### config.mk
export PLATFORM = sky130hd
export DESIGN_NAME = fetch_unit
export DESIGN_NICKNAME = d
export VERILOG_FILES = /design/src/rtl/fetch_unit.sv
export SDC_FILE = /design/constraint.sdc
export NUM_CORES = 1
export LEC_CHECK = 0
export ABC_AREA = 1
export BUFFER_PORTS_ARGS = -buffer_cell sky130_fd_sc_hd__buf_2
export CAP_MARGIN = 30
export CORE_ASPECT_RATIO = 2
export CORE_UTILIZATION = 54
export CTS_BUF_LIST = sky130_fd_sc_hd__clkbuf_4
export DETAILED_ROUTE_END_ITERATION = 8
export GPL_ROUTABILITY_DRIVEN = 0
export PLACE_DENSITY_LB_ADDON = 0.2
export SETUP_SLACK_MARGIN = 0.2
export SLEW_MARGIN = 20
export SYNTH_ARGS = -nofsm -noshare
export SYNTH_HDL_FRONTEND = slang
export SYNTH_SLANG_ARGS = --single-unit
### constraint.sdc
create_clock -name clk -period 4.2 [get_ports clk]
set_clock_uncertainty 0.1 [all_clocks]
set_input_delay 0.42 -clock clk [delete_from_list [all_inputs] [get_ports clk]]
set_output_delay 0.42 -clock clk [all_outputs]
set_load 0.05 [all_outputs]
### src/rtl/fetch_unit.sv
// rtl/fetch_unit.sv - instruction fetch stage: PC, imem handshake, held instruction, retire count
module fetch_unit #(
    parameter logic [31:0] RESET_PC  = 32'h0000_0000,
    parameter logic [31:0] NOP_INSTR = 32'h0000_0013
) (
    input  logic        clk,
    input  logic        rst,
    output logic        imem_req,
    output logic [31:0] imem_addr,
    input  logic [31:0] imem_rdata,
    input  logic        imem_ready,
    input  logic        stall,
    input  logic        PCSrc,
    input  logic [31:0] PCTarget,
    output logic [31:0] instr,
    output logic        instr_valid,
    output logic [31:0] pc,
    output logic [31:0] pc_plus4,
    output logic [31:0] instret,
    output logic        misalign
);

    typedef enum logic [1:0] {
        S_FETCH = 2'd0,
        S_EXEC  = 2'd1,
        S_HALT  = 2'd2
    } state_t;

    state_t      state_q, state_d;
    logic [31:0] pc_q, pc_d;
    logic [31:0] instr_q, instr_d;
    logic [31:0] instret_q, instret_d;
    logic        misalign_q, misalign_d;

    always_ff @(posedge clk) begin
        if (rst) begin
            state_q    <= S_FETCH;
            pc_q       <= RESET_PC;
            instr_q    <= NOP_INSTR;
            instret_q  <= 32'd0;
            misalign_q <= 1'b0;
        end else begin
            state_q    <= state_d;
            pc_q       <= pc_d;
            instr_q    <= instr_d;
            instret_q  <= instret_d;
            misalign_q <= misalign_d;
        end
    end

    always_comb begin
        state_d    = state_q;
        pc_d       = pc_q;
        instr_d    = instr_q;
        instret_d  = instret_q;
        misalign_d = misalign_q;
        case (state_q)
            S_FETCH: begin
                if (imem_ready) begin
                    instr_d = imem_rdata;
                    state_d = S_EXEC;
                end
            end
            S_EXEC: begin
                if (!stall) begin
                    instret_d = instret_q + 32'd1;
                    instr_d   = NOP_INSTR;
                    state_d   = S_FETCH;
                    if (!PCSrc) begin
                        pc_d = pc_q + 32'd4;
                    end else begin
                        pc_d = PCTarget;
                        // A misaligned target parks the unit until reset.
                        if (PCTarget[1:0] != 2'b00) begin
                            misalign_d = 1'b1;
                            state_d    = S_HALT;
                        end
                    end
                end
            end
            S_HALT: begin
                instr_d = NOP_INSTR;
            end
            default: begin
                state_d = S_FETCH;
                instr_d = NOP_INSTR;
            end
        endcase
    end

    assign imem_req    = (state_q == S_FETCH);
    assign imem_addr   = pc_q;
    assign instr_valid = (state_q == S_EXEC);
    assign instr       = instr_q;
    assign pc          = pc_q;
    assign pc_plus4    = pc_q + 32'd4;
    assign instret     = instret_q;
    assign misalign    = misalign_q;

endmodule

== After elaboration in Yosys (flattened, before gate mapping) ==
Cells that the tools add are included.

* Register bits: 99
* Bits of input ports: 69
* Output and inout port bits: 163
* Word-level logic and storage cells: 28

* Add/subtract/negate cells: 2
* Equal/unequal tests: 4
* Mux-type cells: 9
* Bitwise logic cells: 2
* Reduce and logical (&&, ||, !) cells: 6

{| class="wikitable"
|+ Operators by type and width
! cell !! count
|-
| $mux 32 || 3
|-
| $pmux 32 s2 || 1
|-
| $add 32x1->32 const B || 1
|-
| $add 32x3->32 const B || 1
|-
| $mux 2 || 4
|-
| $pmux 2 s3 || 1
|-
| $reduce_and 2->1 || 2
|-
| $reduce_and 4->1 || 1
|-
| $reduce_and 3->1 || 1
|-
| $eq 2x1->1 const B || 1
|-
| $eq 2x2->1 const B || 1
|-
| $logic_not 2->1 || 1
|-
| $ne 2x1->1 const B || 1
|-
| $ne 2x2->1 const B || 1
|-
| $not 1->1 || 2
|-
| $reduce_bool 2->1 || 1
|}

== Depth between registers and ports, before layout ==
Gate-level depths: netlist of run 1.

* Depth after elaboration: 5
* Depth in mapped cells: 10
* Gate-level depth less buffers: 10

== Worst setup path before layout of run 1 ==
OpenSTA, ideal clock, no wires.

* Path kind: register to output
* From: register pc_q[2], in the netlist imem_addr[2]
* To: output port pc_plus4[7]
* Arrival time: 2.356 ns
* Path slack: 1.324 ns
* Cell stages (with the launch flop): 5
* Path buffers: 0
* Cells stage by stage: dfxtp_1 -> inv_1 -> nor2_4 -> nand2_1 -> xnor2_1

* Cells in the longest elaborated chain, start to end: 1

{| class="wikitable"
|+ RTL lines
! what !! RTL line !! source
|-
| start: declaration || 30 || <nowiki>logic [31:0] pc_q, pc_d;</nowiki>
|-
| start signal: assignment || 44 || <nowiki>pc_q <= pc_d;</nowiki>
|-
| $add 32x3->32 || 96 || <nowiki>assign pc_plus4 = pc_q + 32'd4;</nowiki>
|-
| end: declaration || 18 || <nowiki>output logic [31:0] pc_plus4,</nowiki>
|}

No other way between the ends.

== Worst setup path in the final report of run 1 ==
* From: register pc_q[18], in the netlist imem_addr[18]
* To: output port pc_plus4[30]

The elaborated chain is that of the path after synthesis.

==> flow_summary.ini, run 1 <==
[global_routing]
antenna_found_initial = 1
track_usage = 0.300
grt_overflow = 0
grt_pass1_vias = 5481
grt_max_degree = 71
grt_pass1_wl_mm = 25.1

[timing]
drv_slew = 0
clock.fmax_ghz = 0.350
finalSetupViolations = 0
fin_tns_setup_ps = 0
hold_violations = 0
worst_slack_ps = 1340
tightest_slew_ps = 834
period_minus_slack_ps = 2860
fin_crit_sh = 0.680
rsz0062_at_grt = no
maxSlewHeadroom = 0.444

[job]
drv_cap = 0

[clock_network]
clk_pin_slew_ps = 170
cts_resized = 0
clock_path_buffers = 2
tritoncts = yes
cts-hold-fix-buffers = 0
clock_latency_ps = 460
htreeDepth = 3
cts-root-buf = clkbuf_4
tritoncts_num_sinks = 99
numCtsBuffers = 9
cts_setup_buffers = 0

[worst_setup_path]
r2r-start = instret[0]$_SDFFE_PP0P_
crit_fanout = 6
worst_path_most_repeated_cell = nand2_1
endpoint_kind = output pin
startpoint = imem_addr[18]$_SDFFE_PP0P_
startpoint_type = flip-flop
worstSetupEndpoint = pc_plus4[30]
r2r-end = instret[22]$_SDFFE_PP0P_
reg2regPathDepth = 9
arrival_ps = 2340
crit_type = flip-flop to output pin
worstPathCellList = nand2_1 -> nor2_1 -> nand2_1 -> nor2_1 -> nand3_1 -> nand2_1 -> buf_2
critPathSlowestCell = dfxtp_1
crit_required_ps = 3680
rrSetupSlack_ps = 2180
slowest_delay_ps = 570

[yosys]
synth_fa_ha_area_frac = 0.00441
synth.area.mux_share = 0
ys_seq_area_frac = 0.350
netlist_area_sq_um = 5670
synth_nets = 927
yosysWarnings = 0
synth_area_leader_cell = dfxtp_1
synth-simple-area-share = 0.368
synth_top_family_by_area = simple AND/OR/NAND/NOR gates
synth-compound-area-share = 0.110
ys_ff_latch = 99
syn_avg_cell_area_sq_um = 6.62
synth_cell_types = 35
synth_xor_area_frac = 0.0384
synth_area_leaders = dfxtp_1 (35%), nand2_1 (19%), a21oi_1 (6.4%), nor2_1 (6.2%), inv_1 (5.8%)
synthCells = 856
synthDominantCellAreaShare = 0.350

[die]
die_h_um = 147
rows = 52
core_sq_um = 10100
die-area_sq_um = 10900
die_w_um = 74.5
ioPinCount = 232
initial_core_util = 0.559

[layout]
nets = 1112
fin_util = 0.669
final_cells = 1182
synthToLayoutAreaGrowth_pct = 19.8
drive_gt1_frac = 0.286
fill_cells = 1039

[route]
drt_iter0_markers = 171
drcViolationCount = 0
first_pass_iters = 4
vias = 5981
viasPerCell = 5.06
wl_mm = 16.3
wire_per_inst_um = 13.8
drtAntennaViolNets = 0

[place]
dp.final_hpwl_mm = 12.4
dp_slack_ps = 1910
place_inst = 1164
place.port_buffers = 231

[power_and_ir_drop]
combPwrFrac = 0.198
peakVddDrop_mv = 0.237
total_power_mw = 1.87
seqPwrFrac = 0.531
p_int_mw = 1.20
powerDensity_nw_per_um2 = 276
leakage_nw = 3.19
power_switching_mw = 0.674
power.share.clock = 0.271
switching_share = 0.360

[hold_path]
hold_class = primary input to flip-flop

[outcome]
outcome = finished clean
[power groups by stage]
stage | sequential (mW) | combinational (mW) | clock (mW)
global placement | 1.01 | 0.369 | 0
CTS | 0.994 | 0.371 | 0.528
finish | 0.994 | 0.371 | 0.507
floorplan | 1.11 | 0.183 | 0
detailed placement | 1.01 | 0.370 | 0
global route | 0.999 | 0.394 | 0.560
[cell usage after synthesis, drive strengths merged]
cell / count
ha: 2
inv: 90
and3: 1
xnor2: 7
buf: 49
nand4: 8
o221ai: 1
a21oi: 72
dfxtp: 99
and2: 9
xor2: 11
o21bai: 1
a22o: 7
clkbuf: 13
o22ai: 3
nand2: 289
nor3b: 1
a31oi: 6
nor2: 116
nand3: 39
o21ai: 26
nor3: 5
or2: 1
[state kept, by name, summed over array words and instances, names as in the netlist]
signal	count
misalign	1
instret	32
imem_addr	32
state_q	2
instr	32
[metal layers]
| layer | wire (um) | global-route usage | vias to the layer above |
|---|---|---|---|
| met5 | 0 | 0 | - |
| met4 | 898 | 0.192 | 0 |
| met3 | 862 | 0.0556 | 58 |
| met2 | 8740 | 0.553 | 218 |
| met1 | 5850 | 0.285 | 2694 |
| li1 | - | - | 3011 |
[layout by cell type (no fill, tap or decap), drive strengths merged, types with 8 or more instances in the layout]
cell    instances
nand2         289
buf           236
nor2          116
dfxtp          99
inv            93
a21oi          72
nand3          39
o21ai          26
xor2           11
and2            9
clkbuf          9
nand4           8
[stage by stage]
step | hold slack, ps | cell area, sq um
global placement | 334 | 6630
floorplan | 455 | 5670
global route | 22.6 | 6790
detailed placement | 348 | 6630
CTS | 19.8 | 6770
finish | 69.9 | 6790
[cell families after synthesis]
| kind of cell | after synthesis |
|---|---|
| flip-flops | 99 |
| XOR/XNOR | 18 |
| adder cells (fa/ha/maj) | 2 |
| AND/OR/NAND/NOR | 469 |
| buffers and inverters | 152 |
| AO/OA/AOI/OAI | 116 |
[layout make-up]
cell class | instances | area [sq um] | share of cell area
tap | 135 | 169 | 0.0249
inverter | 90 | 338 | 0.0498
sequential | 99 | 1980 | 0.292
multi-input combinational | 605 | 2960 | 0.436
clock inverter | 7 | 71.3 | 0.0105
clock buffer | 9 | 67.6 | 0.00995
timing repair buffer | 236 | 1200 | 0.177
antenna | 1 | 2.50 | 0.000369
[how the worst min path moves through the flow]
stage	cells past startpoint	slack, ps	end	from
floorplan	2	450	imem_addr[0]$_SDFFE_PP0P_	PCTarget[0]
global placement	2	330	misalign$_SDFFE_PP0P_	misalign$_SDFFE_PP0P_
detailed placement	2	350	instr[13]$_SDFFE_PP0P_	instr[13]$_SDFFE_PP0P_
CTS	3	20	instr[0]$_SDFFE_PP1P_	imem_rdata[0]
global route	3	20	instr[0]$_SDFFE_PP1P_	imem_rdata[0]
finish	3	70	instr[0]$_SDFFE_PP1P_	imem_rdata[0]
[worst max-delay path: cells and delay by family, from the launching register on]
kind | cells | cell delay, ps
and+or+nand+nor | 6 | 1030
DFF | 1 | 570
buffers and inverters | 1 | 270
(Power assumes the default switching activity.)
==> inputs of run 2 (changes only) <==
--- a/config.mk
+++ b/config.mk
@@ -9,7 +9,7 @@
 export BUFFER_PORTS_ARGS = -buffer_cell sky130_fd_sc_hd__buf_2
 export CAP_MARGIN = 30
 export CORE_ASPECT_RATIO = 2
-export CORE_UTILIZATION = 54
+export CORE_UTILIZATION = 50
 export CTS_BUF_LIST = sky130_fd_sc_hd__clkbuf_4
 export DETAILED_ROUTE_END_ITERATION = 8
 export GPL_ROUTABILITY_DRIVEN = 0
==> constraint.sdc (replaced) <==
create_clock -name clk -period 2.76 [get_ports clk]
set_clock_uncertainty 0.1 [all_clocks]
set_input_delay 0.276 -clock clk [delete_from_list [all_inputs] [get_ports clk]]
set_output_delay 0.276 -clock clk [all_outputs]
set_load 0.05 [all_outputs]
==> run 2 against run 1 <==
Count of clock-buffer cells in the layout is the same. Setup slack lost 1100 ps. Flip-flop and latch count is the same. Critical path depth grew 1. Critical path type unchanged.
==> flow_summary.ini, run 2 (synthesis gave the netlist of run 1 again) <==
[outcome]
outcome = finished clean

[global_routing]
grt_max_degree = 71
track_usage = 0.304
grt_pass1_vias = 6076
grt_pass1_wl_mm = 28.4
grt_overflow = 0
antenna_found_initial = 1

[route]
vias = 6283
wl_mm = 18.0
drcViolationCount = 0
viasPerCell = 5.08
wire_per_inst_um = 14.5
first_pass_iters = 5
drt_iter0_markers = 277
drtAntennaViolNets = 0

[worst_setup_path]
endpoint_kind = output pin
critPathSlowestCell = dfxtp_4
arrival_ps = 2130
crit_fanout = 5
worst_path_most_repeated_cell = nor2_4
r2r-start = instret[0]$_SDFFE_PP0P_
reg2regPathDepth = 9
worstPathCellList = ha_2 -> nand2_2 -> nor2_4 -> nand2_4 -> nor2_4 -> nand3_1 -> and2_4 -> buf_8
slowest_delay_ps = 400
startpoint = imem_addr[2]$_SDFFE_PP0P_
startpoint_type = flip-flop
rrSetupSlack_ps = 790
crit_type = flip-flop to output pin
r2r-end = instret[20]$_SDFFE_PP0P_
crit_required_ps = 2380

[power_and_ir_drop]
power.share.clock = 0.286
peakVddDrop_mv = 0.347
power_switching_mw = 1.04
combPwrFrac = 0.210
switching_share = 0.346
seqPwrFrac = 0.503
leakage_nw = 3.47
p_int_mw = 1.97
powerDensity_nw_per_um2 = 406

[die]
initial_core_util = 0.518
die_h_um = 153
die_w_um = 77.3
rows = 54
ioPinCount = 232
die-area_sq_um = 11800
core_sq_um = 10900

[layout]
final_common_cell = nand2_1
fill_cells = 1037
synthToLayoutAreaGrowth_pct = 30.6
nets = 1162
final_cell_mix = nand2_1 (278), buf_2 (225), nor2_1 (92), inv_1 (87), dfxtp_1 (81)
drive_gt1_frac = 0.307

[timing]
fin_tns_setup_ps = 0
drv_slew = 0
hold_violations = 0
tightest_slew_ps = 806
rsz0062_at_grt = yes
worst_slack_ps = 257
period_minus_slack_ps = 2500
clock.fmax_ghz = 0.400
maxSlewHeadroom = 0.463
fin_crit_sh = 0.907
finalSetupViolations = 0

[clock_network]
cts-root-buf = clkbuf_4
clock_latency_ps = 460
tritoncts_num_sinks = 99
htreeDepth = 3
clock_path_buffers = 2
numCtsBuffers = 9
tritoncts = yes
clk_pin_slew_ps = 180

[place]
place.port_buffers = 231
dp.final_hpwl_mm = 13.1
dp_slack_ps = 620

[hold_path]
hold_class = primary input to flip-flop
min_to = imem_addr[5]$_SDFFE_PP0P_
holdPathStages = 5
hp-start = PCTarget[5]

[job]
drv_cap = 0
-- run 2: cell types whose count changed in the layout (fill, tap and decap cells not counted), sizes merged --
| cell | before | now |
|---|---|---|
| clkinv | 2 | 3 |
| dlygate4sd3 | 0 | 42 |
| bufinv | 0 | 1 |
| buf | 236 | 243 |
| clkbuf | 9 | 10 |
| clkinvlp | 2 | 0 |
-- run 2: metal layers --
| layer | part of all wire | track usage | vias up |
|---|---|---|---|
| met2 | 0.54 | 0.578 | 271 |
| met1 | 0.34 | 0.284 | 2814 |
| met4 | 0.064 | 0.209 | 0 |
| met5 | 0 | 0 | - |
| li1 | - | - | 3115 |
| met3 | 0.052 | 0.0551 | 83 |
-- run 2: cell type report --
cell class / count / area, sq um / area share
clock inverters: 7 / 95.1 / 0.0128
inverters: 90 / 338 / 0.0456
diodes: 1 / 2.50 / 0.000338
flip-flops and latches: 99 / 2010 / 0.271
multi-input cells: 605 / 3010 / 0.406
well taps: 140 / 175 / 0.0237
clock buffers: 9 / 67.6 / 0.00913
repair buffers: 286 / 1710 / 0.231
-- run 2: worst max path at each step --
| stage | endpoint | slack [ps] | depth (start not counted) |
|---|---|---|---|
| detailed placement | pc_plus4[24] | 620 | 9 |
| floorplan | imem_addr[15]$_SDFFE_PP0P_ | 190 | 7 |
| global placement | pc_plus4[24] | 710 | 9 |
| finish | pc_plus4[20] | 260 | 8 |
| global route | pc_plus4[20] | 140 | 8 |
| CTS | pc_plus4[28] | 200 | 8 |
-- run 2: what timing repair did --
item / in CTS / in global routing
pin swaps: 1 / 6
endpoints found under the hold margin: 42 / 0
hold buffers: 42 / 0
buffers inserted: 0 / 4
resized for setup: 7 / 31
endpoints found under the setup margin: 11 / 19
-- run 2: critical path, delay by kind of cell, from the launching register on --
kind | cells | cell delay [ps]
buf+inv | 1 | 140
fa+ha+maj | 1 | 200
flops | 1 | 400
simple gates | 6 | 930
-- run 2: metrics by stage --
stage / cells / utilization / area [sq um] / hold WS [ps] / total power, mW
2_1_floorplan: 856 / - / 5700 / 311 / 1.97
3_3_place_gp: 1173 / 0.612 / 6700 / 335 / 2.11
4_1_cts: 1231 / 0.667 / 7300 / 1.74 / 3.03
6_report: 1237 / 0.676 / 7400 / 31.3 / 3.01
5_1_grt: 1237 / 0.676 / 7400 / 14.9 / 3.14
3_5_place_dp: 1173 / 0.612 / 6700 / 349 / 2.11
-- run 2: power by group through the flow --
stage | registers (mW) | clock network, mW | logic (mW)
floorplan | 1.69 | 0 | 0.279
global placement | 1.54 | 0 | 0.571
detailed placement | 1.54 | 0 | 0.572
CTS | 1.51 | 0.895 | 0.620
global route | 1.52 | 0.949 | 0.669
finish | 1.51 | 0.860 | 0.632
==> inputs of run 3 (changes only) <==
--- a/config.mk
+++ b/config.mk
@@ -5,11 +5,10 @@
 export SDC_FILE = /design/constraint.sdc
 export NUM_CORES = 1
 export LEC_CHECK = 0
-export ABC_AREA = 1
 export BUFFER_PORTS_ARGS = -buffer_cell sky130_fd_sc_hd__buf_2
 export CAP_MARGIN = 30
 export CORE_ASPECT_RATIO = 2
-export CORE_UTILIZATION = 50
+export CORE_UTILIZATION = 53
 export CTS_BUF_LIST = sky130_fd_sc_hd__clkbuf_4
 export DETAILED_ROUTE_END_ITERATION = 8
 export GPL_ROUTABILITY_DRIVEN = 0
==> constraint.sdc (replaced) <==
create_clock -name clk -period 3.11 [get_ports clk]
set_clock_uncertainty 0.1 [all_clocks]
set_input_delay 0.622 -clock clk [delete_from_list [all_inputs] [get_ports clk]]
set_output_delay 0.622 -clock clk [all_outputs]
set_load 0.05 [all_outputs]
==> run 3 against run 2 <==
Power fell by 5.9%. Critical path depth down 2. Final cell count down 22%. Wire length is 9.2% lower. Critical path type unchanged.
==> flow_summary.ini, run 3 <==
[yosys]
synthFlopType = dfxtp_1
synth_nets = 698
synthDominantCellAreaShare = 0.387
async_flop_share = 0
yosysWarnings = 0
synthCells = 627
synth.most_common_cell = dfxtp_1
synth_cell_types = 50
syn_avg_cell_area_sq_um = 8.17
ys_ff_latch = 99
synth_area_leader_cell = dfxtp_1
netlist_area_sq_um = 5120
ys_seq_area_frac = 0.387
synth_common_cells = dfxtp_1 (99), nor2_1 (81), nand2_1 (46)
synth_edf_count = 0
synth_area_leaders = dfxtp_1 (39%), nor2_1 (5.9%), xor2_1 (5.6%), buf_4 (5.0%), a22oi_1 (4.8%)

[timing]
tightest_slew_ps = 628
drv_slew = 0
whs_ps = 283
fin_tns_setup_ps = 0
hold_violations = 0
maxSlewHeadroom = 0.578
rsz0062_at_grt = yes
period_minus_slack_ps = 2930
clock.fmax_ghz = 0.341
fin_crit_sh = 0.942
finalSetupViolations = 0

[route]
vias = 5681
wire_per_inst_um = 17.0
first_pass_iters = 5
drcViolationCount = 0
viasPerCell = 5.92
drt_iter0_markers = 407
wl_mm = 16.3
drtAntennaViolNets = 0

[die]
die_w_um = 71.5
ioPinCount = 232
die-area_sq_um = 10100
rows = 50
die_h_um = 141
initial_core_util = 0.546
core_sq_um = 9380

[worst_setup_path]
crit_required_ps = 2390
crit_fanout = 8
reg2regPathDepth = 5
arrival_ps = 2210
endpoint_kind = output pin
crit_type = flip-flop to output pin
startpoint_type = flip-flop

[hold_path]
holdPathStages = 3
hold_class = primary input to flip-flop

[global_routing]
met2_usage = 0.560
grt.busiest_layer = met2
grt_pass1_wl_mm = 25.1
antenna_found_initial = 1
met3_usage = 0.0579
grt_overflow = 0
grt_use_met1 = 0.336
track_usage = 0.310
grt_max_degree = 56
grt_pass1_vias = 5323

[clock_network]
tritoncts = yes
clock_path_buffers = 2
htreeDepth = 3
tritoncts_num_sinks = 99
clk_pin_slew_ps = 170
numCtsBuffers = 9
clock_latency_ps = 470
cts-root-buf = clkbuf_4

[place]
place_inst = 905
dp.final_hpwl_mm = 10.8
place.port_buffers = 231

[outcome]
outcome = finished clean

[layout]
nets = 920
final_common_cell = buf_2
drive_gt1_frac = 0.422
fill_cells = 686
final_cell_mix = buf_2 (217), nor2_1 (79), dfxtp_1 (78), nand2_1 (46), buf_4 (45)
synthToLayoutAreaGrowth_pct = 38.4
final_cells = 959

[job]
drv_cap = 0

[power_and_ir_drop]
peakVddDrop_mv = 0.360
total_power_mw = 2.83
powerDensity_nw_per_um2 = 399
leakage_nw = 3.39
==> run 3: cells by family (layout without fill, tap and decap cells) <==
| logic type | after synthesis | count (layout) | synth area share |
|---|---|---|---|
| AOI/OAI and AO/OA | 109 | 109 | 0.142 |
| xor gates and xnor gates | 56 | 56 | 0.0957 |
| adders and majority gates | 2 | 2 | 0.00488 |
| buffers and inverters | 81 | 308 | 0.0850 |
| DFF | 99 | 99 | 0.387 |
| muxes | 8 | 8 | 0.0156 |
| other | 0 | 1 | 0 |
| and+or+nand+nor | 272 | 272 | 0.270 |
==> run 3: worst max-delay path, stage by stage, from the launching register on <==
cell     delay [ps]
dfxtp_4         420
nand4_4         150
nor4_4          320
buf_6           180
nand4_1         260
xnor2_4         240
buf_6           170
==> run 3: metrics by stage <==
step	utilization	cell area, sq um	setup WS (ps)
final	0.756	7090	180
after global routing	0.756	7090	118
after CTS	0.733	6870	172
after detailed placement	0.682	6400	256
after global placement	0.682	6400	357
after floorplan	-	5370	105
==> run 3: where the power goes <==
group / internal, mW / leakage [nW] / switching [mW] / total, mW
clock network: 0.418 / 0.0970 / 0.448 / 0.866
registers: 1.30 / 0.820 / 0.0433 / 1.34
logic: 0.179 / 2.48 / 0.440 / 0.619
total: 1.90 / 3.39 / 0.932 / 2.83
==> run 3: worst paths after layout <==
| check | to | slack (ps) | start |
|---|---|---|---|
| setup / recovery | pc_plus4[25] | 180 | imem_addr[10]$_SDFFE_PP0P_ |
| hold / removal | instr[1]$_SDFFE_PP1P_ | 280 | imem_rdata[1] |
| setup reg to reg | instret[31]$_SDFFE_PP0P_ | 950 | state_q[0]$_SDFFE_PP0P_ |
| hold reg to reg | misalign$_SDFFE_PP0P_ | 370 | misalign$_SDFFE_PP0P_ |
==> run 3: timing repair <==
action,in CTS,in global routing
buffers inserted,19,17
hold buffers,0,0
pin swaps,7,10
resized for setup,40,27
endpoints found under the setup margin,19,18
==> run 3: final cells by class <==
type,instances,area [sq um],area share
sequential,99,2050,0.289
timing repair buffer,283,1660,0.234
antenna,1,2.50,0.000353
tap,104,130,0.0183
clock inverter,6,111,0.0157
inverter,9,33.8,0.00476
multi-input combinational,447,3030,0.427
clock buffer,10,75.1,0.0106
==> run 3: metal layers <==
| layer | part of all wire | up-vias | routed length (um) |
|---|---|---|---|
| met3 | 0.063 | 61 | 1020 |
| li1 | - | 2639 | - |
| met2 | 0.53 | 300 | 8680 |
| met1 | 0.37 | 2681 | 6040 |
| met4 | 0.035 | 0 | 570 |
| met5 | 0 | - | 0 |
